File: src/rtl/branch_resolve_unit_pkg.sv
// Shared definitions for the branch resolve unit: funct3 branch encodings,
// 2-bit BHT counter values, FSM states and the saturating counter update.
package branch_resolve_unit_pkg;

  localparam logic [2:0] F3_BEQ  = 3'b000;
  localparam logic [2:0] F3_BNE  = 3'b001;
  localparam logic [2:0] F3_BLT  = 3'b100;
  localparam logic [2:0] F3_BGE  = 3'b101;
  localparam logic [2:0] F3_BLTU = 3'b110;
  localparam logic [2:0] F3_BGEU = 3'b111;

  localparam logic [1:0] SNT = 2'b00;
  localparam logic [1:0] WNT = 2'b01;
  localparam logic [1:0] WT  = 2'b10;
  localparam logic [1:0] ST  = 2'b11;

  typedef enum logic {
    IDLE = 1'b0,
    HOLD = 1'b1
  } bru_state_e;

  function automatic logic [1:0] ctr_update(input logic [1:0] ctr, input logic taken);
    if (taken) begin
      return (ctr == ST) ? ST : ctr + 2'd1;
    end
    return (ctr == SNT) ? SNT : ctr - 2'd1;
  endfunction

endpackage

File: src/rtl/branch_resolve_unit_bht_2bit.sv
// Bimodal history table of 2-bit saturating counters with one combinational
// read port and one clocked write port; a same-index read sees the old value.
module bht_2bit
  import branch_resolve_unit_pkg::*;
#(
  parameter int DEPTH = 64
) (
  input  logic                     clk,
  input  logic                     rst_n,
  input  logic [$clog2(DEPTH)-1:0] rd_idx_i,
  output logic [1:0]               rd_ctr_o,
  input  logic                     we_i,
  input  logic [$clog2(DEPTH)-1:0] wr_idx_i,
  input  logic                     wr_taken_i
);

  logic [1:0] ctr_q [DEPTH];
  logic [1:0] wr_ctr_d;

  assign rd_ctr_o = ctr_q[rd_idx_i];
  assign wr_ctr_d = ctr_update(ctr_q[wr_idx_i], wr_taken_i);

  // Every counter restarts weakly not-taken.
  always_ff @(posedge clk or negedge rst_n) begin
    if (!rst_n) begin
      for (int i = 0; i < DEPTH; i++) begin
        ctr_q[i] <= WNT;
      end
    end else if (we_i) begin
      ctr_q[wr_idx_i] <= wr_ctr_d;
    end
  end

endmodule

File: src/rtl/branch_resolve_unit.sv
// Resolves branches/jumps at EX, trains the BHT and holds a registered redirect
// until fetch accepts it. Define BRU_STATS_EN to add branch/mispredict counters.
module branch_resolve_unit
  import branch_resolve_unit_pkg::*;
#(
  parameter int XLEN      = 32,
  parameter int DEPTH     = 64,
  parameter int ROB_IDX_W = 5
) (
  input  logic                 clk,
  input  logic                 rst_n,
  input  logic [XLEN-1:0]      fetch_pc,
  output logic                 fetch_pred_tk,
  input  logic                 ex_valid,
  input  logic                 ex_jump,
  input  logic                 ex_branch,
  input  logic [2:0]           ex_funct3,
  input  logic                 ex_zero,
  input  logic                 ex_neg,
  input  logic                 ex_carry,
  input  logic [XLEN-1:0]      ex_alu_result,
  input  logic [XLEN-1:0]      ex_pc,
  input  logic [XLEN-1:0]      ex_imm,
  input  logic                 ex_pred_tk,
  input  logic [XLEN-1:0]      ex_pred_tgt,
  input  logic [ROB_IDX_W-1:0] ex_rob_idx,
  input  logic [ROB_IDX_W-1:0] rob_head,
  output logic                 redir_valid,
  input  logic                 redir_ready,
  output logic [XLEN-1:0]      redir_pc,
  output logic [ROB_IDX_W-1:0] redir_rob_idx,
  output logic                 if_id_flush
`ifdef BRU_STATS_EN
  ,
  output logic [31:0]          stat_branches,
  output logic [31:0]          stat_mispredicts
`endif
);

  localparam int IDX_W = $clog2(DEPTH);

  bru_state_e           state_q;
  logic                 redir_valid_q;
  logic [XLEN-1:0]      redir_pc_q;
  logic [ROB_IDX_W-1:0] redir_rob_idx_q;

  logic                 cond_tk;
  logic                 is_ctl;
  logic                 actual_tk;
  logic [XLEN-1:0]      target;
  logic                 mispredict;
  logic [XLEN-1:0]      redir_pc_d;
  logic [ROB_IDX_W-1:0] new_age;
  logic [ROB_IDX_W-1:0] pend_age;
  logic                 handshake;
  logic                 bht_we;
  logic [1:0]           fetch_ctr;
  logic                 unused_pc_bits;

  always_comb begin
    cond_tk = 1'b0;
    case (ex_funct3)
      F3_BEQ:  cond_tk = ex_zero;
      F3_BNE:  cond_tk = ~ex_zero;
      F3_BLT:  cond_tk = ex_neg;
      F3_BGE:  cond_tk = ~ex_neg;
      F3_BLTU: cond_tk = ex_carry;
      F3_BGEU: cond_tk = ~ex_carry;
      default: cond_tk = 1'b0;
    endcase
  end

  assign is_ctl     = ex_valid & (ex_jump | ex_branch);
  assign target     = ex_jump ? (ex_alu_result & ~XLEN'(1)) : (ex_pc + ex_imm);
  assign actual_tk  = ex_jump | cond_tk;
  assign mispredict = is_ctl & ((actual_tk != ex_pred_tk) | (actual_tk & (target != ex_pred_tgt)));
  assign redir_pc_d = actual_tk ? target : (ex_pc + XLEN'(4));

  // Modular distance from the ROB head orders slots correctly across the wrap.
  assign new_age   = ex_rob_idx - rob_head;
  assign pend_age  = redir_rob_idx_q - rob_head;
  assign handshake = redir_valid_q & redir_ready;
  assign bht_we    = ex_valid & ex_branch & ~ex_jump;

  bht_2bit #(
    .DEPTH(DEPTH)
  ) u_bht (
    .clk        (clk),
    .rst_n      (rst_n),
    .rd_idx_i   (fetch_pc[IDX_W+1:2]),
    .rd_ctr_o   (fetch_ctr),
    .we_i       (bht_we),
    .wr_idx_i   (ex_pc[IDX_W+1:2]),
    .wr_taken_i (cond_tk)
  );

  assign unused_pc_bits = ^{fetch_pc[XLEN-1:IDX_W+2], fetch_pc[1:0]};

  always_ff @(posedge clk or negedge rst_n) begin
    if (!rst_n) begin
      state_q         <= IDLE;
      redir_valid_q   <= 1'b0;
      redir_pc_q      <= '0;
      redir_rob_idx_q <= '0;
    end else begin
      case (state_q)
        IDLE: begin
          if (mispredict) begin
            state_q         <= HOLD;
            redir_valid_q   <= 1'b1;
            redir_pc_q      <= redir_pc_d;
            redir_rob_idx_q <= ex_rob_idx;
          end
        end
        HOLD: begin
          // Once accepted any new mispredict wins; otherwise only a strictly older one.
          if (mispredict && (handshake || (new_age < pend_age))) begin
            state_q         <= HOLD;
            redir_valid_q   <= 1'b1;
            redir_pc_q      <= redir_pc_d;
            redir_rob_idx_q <= ex_rob_idx;
          end else if (handshake) begin
            state_q       <= IDLE;
            redir_valid_q <= 1'b0;
          end
        end
        default: begin
          state_q       <= IDLE;
          redir_valid_q <= 1'b0;
        end
      endcase
    end
  end

  assign fetch_pred_tk = fetch_ctr[1];
  assign redir_valid   = redir_valid_q;
  assign redir_pc      = redir_pc_q;
  assign redir_rob_idx = redir_rob_idx_q;
  assign if_id_flush   = handshake;

`ifdef BRU_STATS_EN
  logic [31:0] stat_branches_q;
  logic [31:0] stat_mispredicts_q;

  always_ff @(posedge clk or negedge rst_n) begin
    if (!rst_n) begin
      stat_branches_q    <= '0;
      stat_mispredicts_q <= '0;
    end else begin
      if (is_ctl) stat_branches_q <= stat_branches_q + 32'd1;
      if (mispredict) stat_mispredicts_q <= stat_mispredicts_q + 32'd1;
    end
  end

  assign stat_branches    = stat_branches_q;
  assign stat_mispredicts = stat_mispredicts_q;
`endif

endmodule

File: config.mk
export PLATFORM = sky130hd
export DESIGN_NAME = branch_resolve_unit
export DESIGN_NICKNAME = d
export VERILOG_FILES = /design/src/rtl/branch_resolve_unit_pkg.sv /design/src/rtl/branch_resolve_unit_bht_2bit.sv /design/src/rtl/branch_resolve_unit.sv
export SDC_FILE = /design/constraint.sdc
export NUM_CORES = 1
export LEC_CHECK = 0
export ABC_AREA = 1
export CAP_MARGIN = 10
export CORE_AREA = 2 2 153 155
export DETAILED_ROUTE_END_ITERATION = 8
export DIE_AREA = 0 0 155 157
export HOLD_SLACK_MARGIN = 0.12
export MAX_ROUTING_LAYER = met4
export PLACE_DENSITY = 0.84
export SLEW_MARGIN = 20
export SYNTH_ARGS = -nofsm -noshare
export SYNTH_HDL_FRONTEND = slang
export SYNTH_SLANG_ARGS = --single-unit
File: constraint.sdc
create_clock -name clk -period 4.4 [get_ports clk]
set_input_delay 0.88 -clock clk [delete_from_list [all_inputs] [get_ports clk]]
set_output_delay 0.88 -clock clk [all_outputs]
set_load 0.02 [all_outputs]
---- After elaboration in Yosys (flattened, before gate mapping) ----
Index checks and enable logic that the tools add are counted.
operators by class
  add/sub/neg operators ................... 6
  order comparisons ....................... 4
  equal/unequal tests ..................... 11
  multiplexer cells ....................... 31
  bitwise logic cells ..................... 16
  reduce and logical (&&, ||, !) cells .... 7
operators with widths
  kind                     number
  $bwmux W128              1
  $mux W32                 4
  $pmux W32 S2             1
  $add A32 B3 Y32 const B  1
  $add A32 B32 Y32         1
  $ne A32 B32 Y1           1
  $bmux W2 S6              2
  $mux W2                  9
  $ge A7 B7 Y1 const B     2
  $not A6 Y7               2
  $demux W2 S6             1
  $eq A3 B3 Y1 const B     4
  $mux W5                  2
  $pmux W5 S2              1
  $sub A5 B5 Y5            2
  $lt A7 B1 Y1 const B     1
  $mux W1                  7
  $and A1 B1 Y1            6
  $pmux W1 S6              1
  $lt A5 B5 Y1             1
  $not A1 Y1               5
  $pmux W1 S2              2
  $reduce_and A2 Y1        2
  $eq A3 B1 Y1 const B     1
  other kinds (12)         15
storage, ports and cells
  flip-flop bits (word level) ............. 167
  bits of input ports ..................... 183
  output and inout port bits .............. 40
  word-level logic and storage cells ...... 143

---- Logic depth before layout (Yosys ltp) ----
Gate-level depths: netlist (run 1).
  depth in word-level cells ............... 9
  gate-level depth with buffers ........... 24
  gate-level depth less buffers ........... 22

---- By module ----
From an unflattened synthesis (run 1), not the netlist that was laid out.
second synthesis, totals
  cell total of the unflattened synthesis .. 2497
  area total of the unflattened synthesis .. 14820.5 um^2
modules (own cells, without submodules)
  module               instances  cells an instance  area each (um^2)  seq. area each (um^2)
  bht_2bit             1          1296               8237.9            3283.1
  branch_resolve_unit  1          1201               6582.6            975.9

---- Least setup slack after synthesis (run 1) ----
OpenSTA, ideal clock, no wires.
  path type ............................... in2reg
  from .................................... input port ex_rob_idx[0]
  to ...................................... register redir_pc_q[26] (netlist: redir_pc[26])
  library setup time ...................... 0.067 ns
  arrival ................................. 3.344 ns
  required time ........................... 4.333 ns
  slack ................................... 0.990 ns
  stages .................................. 14
  path buffers ............................ 2
  path through ............................ inv_1 -> ha_1 -> inv_1 -> fa_1 -> ha_1 -> o21a_1 -> o21a_1 -> o21a_1 -> o21a_1 -> o211ai_1 -> clkbuf_1 -> clkbuf_1 -> nand4_1 -> nand2_1
on the way
  word-level cells in the longest chain between the ends .. 6
RTL lines
  what                                line                        RTL
  from (decl)                         branch_resolve_unit.sv:26   input logic [ROB_IDX_W-1:0] ex_rob_idx,
  $sub A5 B5 Y5                       branch_resolve_unit.sv:80   assign new_age = ex_rob_idx - rob_head;
  $lt A5 B5 Y1                        branch_resolve_unit.sv:117  if (mispredict && (handshake || (new_age < pend_age))) begin
  $logic_or A1 B1 Y1                  branch_resolve_unit.sv:117
  $logic_and A1 B1 Y1                 branch_resolve_unit.sv:117
  $ne A2 B1 Y1 (no source line)       -
  $reduce_and A2 Y1 (no source line)  -
  to (signal assigned)                branch_resolve_unit.sv:111  redir_pc_q <= redir_pc_d;
  to (signal assigned)                branch_resolve_unit.sv:120  redir_pc_q <= redir_pc_d;
  to (decl)                           branch_resolve_unit.sv:44   logic [XLEN-1:0] redir_pc_q;
Every way passes these cells.
A chain may end at the register's enable or synchronous reset.

---- Worst setup path after layout (run 1) ----
  from .................................... input port fetch_pc[2]
  to ...................................... output port fetch_pred_tk
on the way
  word-level cells in the longest chain between the ends .. 4
RTL lines
  what                                        line                                RTL
  from (decl)                                 branch_resolve_unit.sv:12           input logic [XLEN-1:0] fetch_pc,
  $not A6 Y7 (not written as such)            branch_resolve_unit_bht_2bit.sv:20  assign rd_ctr_o = ctr_q[rd_idx_i];
  $bmux W2 S6                                 branch_resolve_unit_bht_2bit.sv:20
  $mux W2 (not written as such) (2 in a row)  branch_resolve_unit_bht_2bit.sv:20
  to (decl)                                   branch_resolve_unit.sv:13           output logic fetch_pred_tk,
Every way passes these cells. The select of a mux whose other input is x is not followed.

==> impl_metrics.yaml, run 1 <==
clock_network:
  cts_tree: "built"
  clk_pin_slew_ns: 0.06
  hold_buffers: 0
  cts_setup_buffers: 0
  htree_levels: 4
  cts_sinks: 167
  cts_buffer_depth: 2
  clock_latency_ns: 0.44
  cts_resized: 0
  cts-root-buf: "clkbuf_16"
  cts_buffers: 17
routing:
  dr.pass1.iters: 6
  drt_iter0_drc: 1811
  vias_per_cell: 5.85
  drc: 0
  wirelength_mm: 47.4
  via_count: 15182
  wl_per_cell_um: 18.3
  route.antenna.remaining_nets: 0
cells_and_area:
  multi_input_area_um2: 7620
  layout.cells.non_filler: 2595
  final_cell_mix: "nand2_1, inv_1, clkdlybuf4s50_1, nor2_1, o21ai_0"
  fin_area_um2: 16400
  regArea_um2: 4260
  final_common_cell: "nand2_1"
  drive_above_1_share: 0.0909
  diodes: 0
  final_util: 0.731
  syn_to_final_growth_pct: 24.2
  nets: 2527
  nFillCells: 1886
setup_path:
  cp_top_family: "buffers and inverters"
  worstPathArrival_ns: 3.34
  end_kind: "output pin"
  critPathLaunchType: "primary input"
  r2r_setup_slack_ns: 1.27
  worstPathRequired_ns: 3.52
  worst-path-buf-inv: 4
  criticalPathCategory: "primary input to output pin"
  cp_max_fo: 14
  path_common_cell: "o21ai_0"
  slowest_stage: "clkdlybuf4s50_1"
  crit_chain: "clkdlybuf4s50_1 -> buf_4 -> o21ai_0 -> o21ai_0 -> buf_4 -> o21ai_0 -> o22ai_1 -> nor2_1 -> o31ai_1 -> clkdlybuf4s50_1"
  max_stage_delay_ns: 0.65
pwr:
  leakagePower_nw: 8.05
  p_per_area_nw_per_um2: 339
  p_total_mw: 5.57
  vdd_ir_drop_max_mv: 0.296
place:
  placed_area_um2: 15900
  dpl.hpwl_mm: 36.8
  gp_congestion: 1.03
  placedCellCount: 2563
  io_buffers: 195
logic_synthesis:
  ys_ff_latch: 167
  synth_flop_cell: "dfrtp_1"
  synth_area_um2: 13200
  async_reset_ff_frac: 1.00
  seq_area_frac_synth: 0.321
  synth_edf_count: 0
  synth_area_per_cell_um2: 6.35
  syn-num-nets: 2317
  yosysTopAreaCellShare: 0.216
  syn_inst: 2087
  ys.warnings.count: 0
  yosysUniqueCellTypes: 48
  synth_area_leader_cell: "nand2_1"
  synth.top_cells.by_area: "nand2_1, dfrtp_1, dfstp_2"
floorplan:
  die_w_um: 155
  row_count: 55
  die_height_um: 157
  core_area_um2: 22500
  initial_core_util: 0.589
  io-pin-count: 223
  die_area_um2: 24300
global_routing:
  antenna_found_initial: 0
  grt_max_degree: 99
  gr-total-overflow: 0
  grt_pass1_vias: 14165
  grt_first_pass_wirelength_mm: 74.1
  track_usage: 0.400
timing:
  max_freq_ghz: 0.237
  setup_viol: 0
  slew_viol_final: 0
  finalCritPeriodShare: 0.959
  tns_ns: 0
  finalHoldViolCount: 0
  rsz0062_at_grt: "false"
  relSlewSlack: 0.385
  tightest_slew_ns: 0.923
  skew_ns: 0.0154
  min_period_ns: 4.22
status:
  status: "complete, no violations"
min_path:
  hold_class: "register to register"
run:
  max-cap-violations: 0
## worst reg2reg max path: cells and delay by family, from the launching register on
family | cells | cell delay, ns
adders and majority gates | 3 | 0.88
and+or+nand+nor | 2 | 0.33
DFF | 1 | 0.41
buffers and inverters | 4 | 0.60
AOI/OAI and AO/OA | 5 | 0.86
## routing by layer
metal / vias to the layer above / track usage / share of wire
li1: 7133 / - / -
met1: 7003 / 0.547 / 0.41
met2: 888 / 0.607 / 0.44
met3: 158 / 0.0686 / 0.11
met4: 0 / 0.130 / 0.032
met5: - / - / 0
## sequential cells by signal (all words and copies together), names as in the netlist
name and flops:
redir_rob_idx 5, redir_valid 1, redir_pc 32, u_bht.ctr_q 128
state_q 1
## per-stage QoR
step | worst slack [ns] | hold WS [ns]
2_1_floorplan | 0.990 | 0.446
3_3_place_gp | 0.122 | 0.454
3_5_place_dp | 0.0645 | 0.457
4_1_cts | 0.212 | 0.471
5_1_grt | 0.0673 | 0.483
6_report | 0.179 | 0.470
## Yosys cell counts (all sizes together) (2+ instances only)
| master | instances |
|---|---|
| o221a | 2 |
| o31ai | 2 |
| nor4 | 3 |
| inv | 285 |
| o22ai | 13 |
| o21a | 5 |
| fa | 3 |
| nor2 | 151 |
| a221oi | 20 |
| dfstp | 64 |
| xnor2 | 15 |
| nand3b | 14 |
| o211ai | 3 |
| o221ai | 2 |
| dfrtp | 103 |
| a31oi | 4 |
| nand3 | 124 |
| o2111ai | 2 |
| xor2 | 21 |
| a22o | 4 |
| a21oi | 44 |
| a22oi | 12 |
| nor3 | 60 |
| nand4 | 58 |
| or2 | 30 |
| ha | 44 |
| nand2 | 762 |
| mux2i | 2 |
| clkbuf | 39 |
| o21ai | 156 |
| buf | 33 |
## report_power, final
part	total (mW)	switching (mW)	internal [mW]
Clock	1.47	0.704	0.767
Sequential	1.91	0.145	1.76
Combinational	2.19	1.30	0.888
## area by class of cell
class / count / area share
clock buffers: 19 / 0.0269
repair buffers: 263 / 0.156
well taps: 285 / 0.0217
multi-input cells: 1562 / 0.463
flip-flops and latches: 167 / 0.259
clock inverters: 13 / 0.00806
inverters: 286 / 0.0653
## logic make-up after synthesis
family | synth area share
adders and majority gates | 0.0461
and+or+nand+nor | 0.383
buffers and inverters | 0.105
AOI/OAI and AO/OA | 0.119
xor gates and xnor gates | 0.0238
muxes | 0.00151
DFF | 0.321
## final timing paths
check                                       from              end  cells past startpoint
min in group asynchronous                  rst_n  u_bht.ctr_q[31]                      1
worst max-delay path                 fetch_pc[2]    fetch_pred_tk                     10
max in group asynchronous                  rst_n  u_bht.ctr_q[10]                      2
worst max register to register  redir_rob_idx[0]     redir_pc[14]                     14
worst min register to register    u_bht.ctr_q[2]   u_bht.ctr_q[2]                      2
worst min-delay path              u_bht.ctr_q[2]   u_bht.ctr_q[2]                      2
Note: power is estimated with default switching activity, not from simulation.
==> inputs of run 2 (changes only) <==
Settings changed: CTS_CLUSTER_DIAMETER set to 60, CTS_CLUSTER_SIZE set to 25.
==> results of run 2 <==
Same layout as run 1: the final DEF is identical, and so are final timing and power.
==> inputs of run 3 (changes only) <==
Settings changed: CORE_AREA 2 2 153 155 to 2 2 193 195, CTS_BUF_LIST set to sky130_fd_sc_hd__clkbuf_2 sky130_fd_sc_hd__clkbuf_4 sky130_fd_sc_hd__clkbuf_8, DIE_AREA 0 0 155 157 to 0 0 195 197, PLACE_DENSITY 0.84 to 0.55.
==> run 3 against run 2 <==
- utilization fell by 27 points
- clock-buffer cell count fell by 1
- worst setup slack improved by 0.048 ns
- final area rose by 1.9%
- register-to-register slack improved by 0.07 ns
- largest power group unchanged
==> impl_metrics.yaml, run 3 (synthesized netlist as in run 1, its figures left out) <==
floorplan:
  row_count: 70
  die_w_um: 195
  die_area_um2: 38400
  die_height_um: 197
  initial_core_util: 0.365
  core_area_um2: 36300
  io-pin-count: 223
clock_network:
  clk_pin_slew_ns: 0.09
  cts_setup_buffers: 0
  cts-root-buf: "clkbuf_8"
  cts_tree: "built"
  cts_buffer_depth: 2
  clock_latency_ns: 0.52
  cts_sinks: 167
  htree_levels: 4
  cts_buffers: 17
pwr:
  p_per_area_nw_per_um2: 326
  vdd_ir_drop_max_mv: 0.223
  leakagePower_nw: 8.13
setup_path:
  crit_chain: "clkdlybuf4s50_1 -> buf_4 -> buf_12 -> o21ai_0 -> o21ai_0 -> buf_4 -> o21ai_0 -> o22ai_1 -> nor2_1 -> o31ai_1 -> clkdlybuf4s50_1"
  path_common_cell: "o21ai_0"
  worstPathArrival_ns: 3.29
  end_kind: "output pin"
  max_stage_delay_ns: 0.67
  criticalPathCategory: "primary input to output pin"
  worstPathRequired_ns: 3.52
  slowest_stage: "clkdlybuf4s50_1"
  critPathLaunchType: "primary input"
  r2r_setup_slack_ns: 1.34
  cp_max_fo: 18
timing:
  setup_viol: 0
  finalCritPeriodShare: 0.948
  tns_ns: 0
  max_freq_ghz: 0.240
  tightest_slew_ns: 0.750
  min_period_ns: 4.17
  skew_ns: 0.0253
  finalHoldViolCount: 0
  whs_ns: 0.313
  relSlewSlack: 0.499
  rsz0062_at_grt: "false"
  slew_viol_final: 0
min_path:
  hold_class: "primary input to asynchronous set/reset pin"
routing:
  drt_iter0_drc: 1373
  vias_per_cell: 5.15
  route.antenna.remaining_nets: 0
  via_count: 14419
  wl_per_cell_um: 18.1
  dr.pass1.iters: 6
  wirelength_mm: 50.7
  drc: 0
run:
  max-cap-violations: 0
cells_and_area:
  drive_above_1_share: 0.101
  largest-register: "u_bht.ctr_q"
  nets: 2550
  final_common_cell: "nand2_1"
  largest_reg_flops: 128
  syn_to_final_growth_pct: 26.5
  final_cell_mix: "nand2_1, inv_1, clkdlybuf4s50_1, nor2_1, o21ai_0"
  final_util: 0.462
global_routing:
  grt_pass1_vias: 13597
  track_usage: 0.273
  gr-total-overflow: 0
  antenna_found_initial: 1
  grt_max_degree: 114
  grt_first_pass_wirelength_mm: 78.2
place:
  io_buffers: 195
  dpl.hpwl_mm: 40.0
  gp_congestion: 0.978
status:
  status: "complete, no violations"
## run 3: cell count changes in the layout (fill, tap and decap cells not counted), sizes merged
cell | previous run | this run
clkinv | 8 | 5
diode | 0 | 1
clkinvlp | 1 | 2
clkbuf | 19 | 18
inv | 290 | 288
bufinv | 0 | 5
dlymetal6s2s | 0 | 1
buf | 69 | 92
clkdlybuf4s50 | 194 | 193
## run 3: per-layer routing
layer	track usage	up-vias	routed length, um
met2	0.393	497	21400
met4	0.0766	0	1260
met3	0.0368	67	2900
met1	0.398	6680	25200
li1	-	7175	-
met5	-	-	0
## run 3: area by class of cell
| class | instances | area (um2) |
|---|---|---|
| flip-flops and latches | 167 | 4260 |
| clock inverters | 14 | 219 |
| well taps | 468 | 586 |
| fillers | 3806 | 19500 |
| diodes | 1 | 2.50 |
| clock buffers | 18 | 241 |
| multi-input cells | 1562 | 7630 |
| inverters | 286 | 1070 |
| repair buffers | 286 | 2740 |
## run 3: repair_timing
item,CTS,global route
resized for setup,0,3
hold buffers,0,0
setup endpoints to repair,0,1
## run 3: final timing paths
path,depth (start not counted),start,end
worst max-delay path,11,fetch_pc[3],fetch_pred_tk
worst min-delay path,1,rst_n,u_bht.ctr_q[31]
worst max register to register,14,redir_rob_idx[0],redir_pc[3]
worst min register to register,2,u_bht.ctr_q[68],u_bht.ctr_q[68]
max in group asynchronous,2,rst_n,redir_pc[25]
min in group clk,2,u_bht.ctr_q[68],u_bht.ctr_q[68]
## run 3: worst max-delay path: cells and delay by family
family,cells,cell delay (ns)
buffers and inverters,5,1.59
AND/OR/NAND/NOR,1,0.06
AO/OA/AOI/OAI,5,0.75
## run 3: power by group
part	total (mW)	leakage [nW]	internal [mW]	switching (mW)
Sequential	1.91	2.03	1.76	0.143
Combinational	2.24	5.87	0.918	1.32
Clock	1.32	0.228	0.686	0.631
## run 3: through the flow
stage | cell area, um2 | std cells | worst slack, ns | total power [mW]
detailed placement | 16300 | 2769 | 0.00198 | 4.18
finish | 16800 | 2802 | 0.227 | 5.47
global route | 16800 | 2802 | 0.0881 | 5.80
floorplan | 13200 | 2087 | 0.990 | 3.09
CTS | 16700 | 2801 | 0.0476 | 5.50
global placement | 16300 | 2769 | 0.0351 | 4.16
==> RTL edit, RTL diff (flow settings as in run 2) <==
`ROB_IDX_W`: 5 -> 6.
--- a/src/rtl/branch_resolve_unit.sv
+++ b/src/rtl/branch_resolve_unit.sv
@@ -5,7 +5,7 @@
 #(
   parameter int XLEN      = 32,
   parameter int DEPTH     = 64,
-  parameter int ROB_IDX_W = 5
+  parameter int ROB_IDX_W = 6
 ) (
   input  logic                 clk,
   input  logic                 rst_n,
Interface: changed (resized ex_rob_idx, redir_rob_idx and rob_head); port bits go from 223 to 226. No check against the original RTL was run, so the function may have changed too.
==> RTL edit against run 2 <==
Routed wire length increased by 3.3%; worst setup slack got worse by 0.078 ns; area after synthesis increased by 0.67%; sequential share of layout area decreased by 0.11 points; sequential cell count increased by 1; worst hold slack improved by 0.0075 ns; design area increased by 1.0%; power increased by 9.7%; largest power group unchanged.
==> RTL edit: results (changes against run 2) <==
| Metric | Value |
|---|---|
| Layout Nets | 2510 (-0.67%) |
| Hold crit path type | reg -> reg |
| Final setup violation count | 0 (unchanged) |
| R2R Setup Slk | 1.30 ns (+0.03 ns) |
| Multiplexer share of the synthesized area | 0% (-0.15 points) |
| Outcome | completed |
| Slew of the pin with the lowest slew margin | 0.8055 ns (-0.1172 ns) |
| Worst Path Max Fanout | 38 (+24) |
| # port buffers | 198 (+1.5%) |
| First-pass GRT wire length | 76650 um (+3.4%) |
| Reg2Reg Depth | 15 (+1) |
| Routed length on met1 | 19270 um (-1.7%) |
| Synth Area in XOR/XNOR | 2.101% (-0.28 points) |
| Clock latency on the worst-skew pair | 0.45 ns |
| Seq/Total Area, Yosys | 32.12% (about the same) |
| DP Worst Slack | 0.04108 ns (-0.02338 ns) |
| Worst Hold End | u_bht.ctr_q[10]$_DFFE_PN1P_ |
| Largest net degree at the start of global routing | 90 (-9.1%) |
| Clk root buf | clkbuf_16 |
| Total GRT Usage | 41.70% (+1.7 points) |
| Slowest stage delay, CP | 0.64 ns |
| VDD IR max | 0.0002756 V (-6.8%) |
| Final WL | 49000 um (+3.3%) |
| Min Clock Period, post-route | 4.299 ns (+0.07771 ns) |
| Vias in the first global route | 14770 (+4.3%) |
| Most used DFF post-synth | dfrtp_1 |
| Adder-cell share of the synthesized area | 4.859% (+0.25 points) |
| Via density | 5.959 (+1.9%) |
| CP Launch Point | fetch_pc[2] |
| Final Wtd Congestion | 0.9958 (-3.4%) |
| Synth top area cells | dfrtp_1 (20%), nand2_1 (17%), dfstp_2 (13%) |
| Largest register FFs | 128 (unchanged) |
| Final Non-Filler Cells | 2573 (-0.85%) |
| Synth top cells by count | nand2_1 (605), inv_1 (296), nor2_1 (145), nand3_1 (143), o21ai_0 (126) |
| Highest metal layer with signal wires | met4 |
| Iter 0 DRT Violations | 1729 (-4.5%) |
| Netlist cell types | 53 (+10%) |
| RR Endpoint | redir_pc[6]$_DFFE_PN0P_ |
| Min-delay src | u_bht.ctr_q[10]$_DFFE_PN1P_ |
| Syn Area/Cell | 6.500 um^2 (+2.4%) |
| Met3 WL post-DR | 4939 um (-8.0%) |
| Post-DP HPWL | 38730 um (+5.2%) |
| Share of cells above drive strength 1 | 9.878% (+0.79 points) |
| Leak Pwr | 8.274 nW (+2.7%) |
| R2r startpoint | redir_rob_idx[2]$_DFFE_PN0P_ |
| Met1 GRT Util | 52.83% (-1.8 points) |
| Met2 usage | 66.79% (+6.1 points) |
| Mapped Nets | 2287 (-1.3%) |
| Complex-gate fraction of the synthesized area | 14.69% (+2.8 points) |
| Biggest register | u_bht.ctr_q |
| Last element of the critical path | fetch_pred_tk |
| Grt met3 use | 5.727% (-1.1 points) |
| WL met2 | 22160 um (+5.9%) |
| Critical Path AT | 3.42 ns (+0.08 ns) |
| Clock skew | 0.02202 ns (+0.006670 ns) |
| Total iterations of the first detailed-routing run | 9 (+3) |
## RTL edit: area by class of cell
class | count | area (um^2)
multi-input cells | 1504 | 7543
fillers | 1822 | 5886
flip-flops and latches | 168 | 4284
repair buffers | 274 | 2629
inverters | 310 | 1164
clock buffers | 17 | 425.4
well taps | 285 | 356.6
clock inverters | 15 | 215.2
## RTL edit: through the flow
stage | total power [W] | hold WS, ns | cell area [um^2] | utilization, %
detailed placement | 0.004475 | 0.4598 | 15980 | 71.00
global route | 0.006385 | 0.4915 | 16620 | 73.84
finish | 0.006110 | 0.4777 | 16620 | 73.84
floorplan | 0.003366 | 0.4465 | 13340 | -
global placement | 0.004393 | 0.4530 | 15980 | 71.00
CTS | 0.006070 | 0.4762 | 16620 | 73.84
## RTL edit: power by group
part	internal, W	switching, W
Sequential	0.00183	0.000180
Combinational	0.000972	0.00153
Clock	0.000836	0.000760
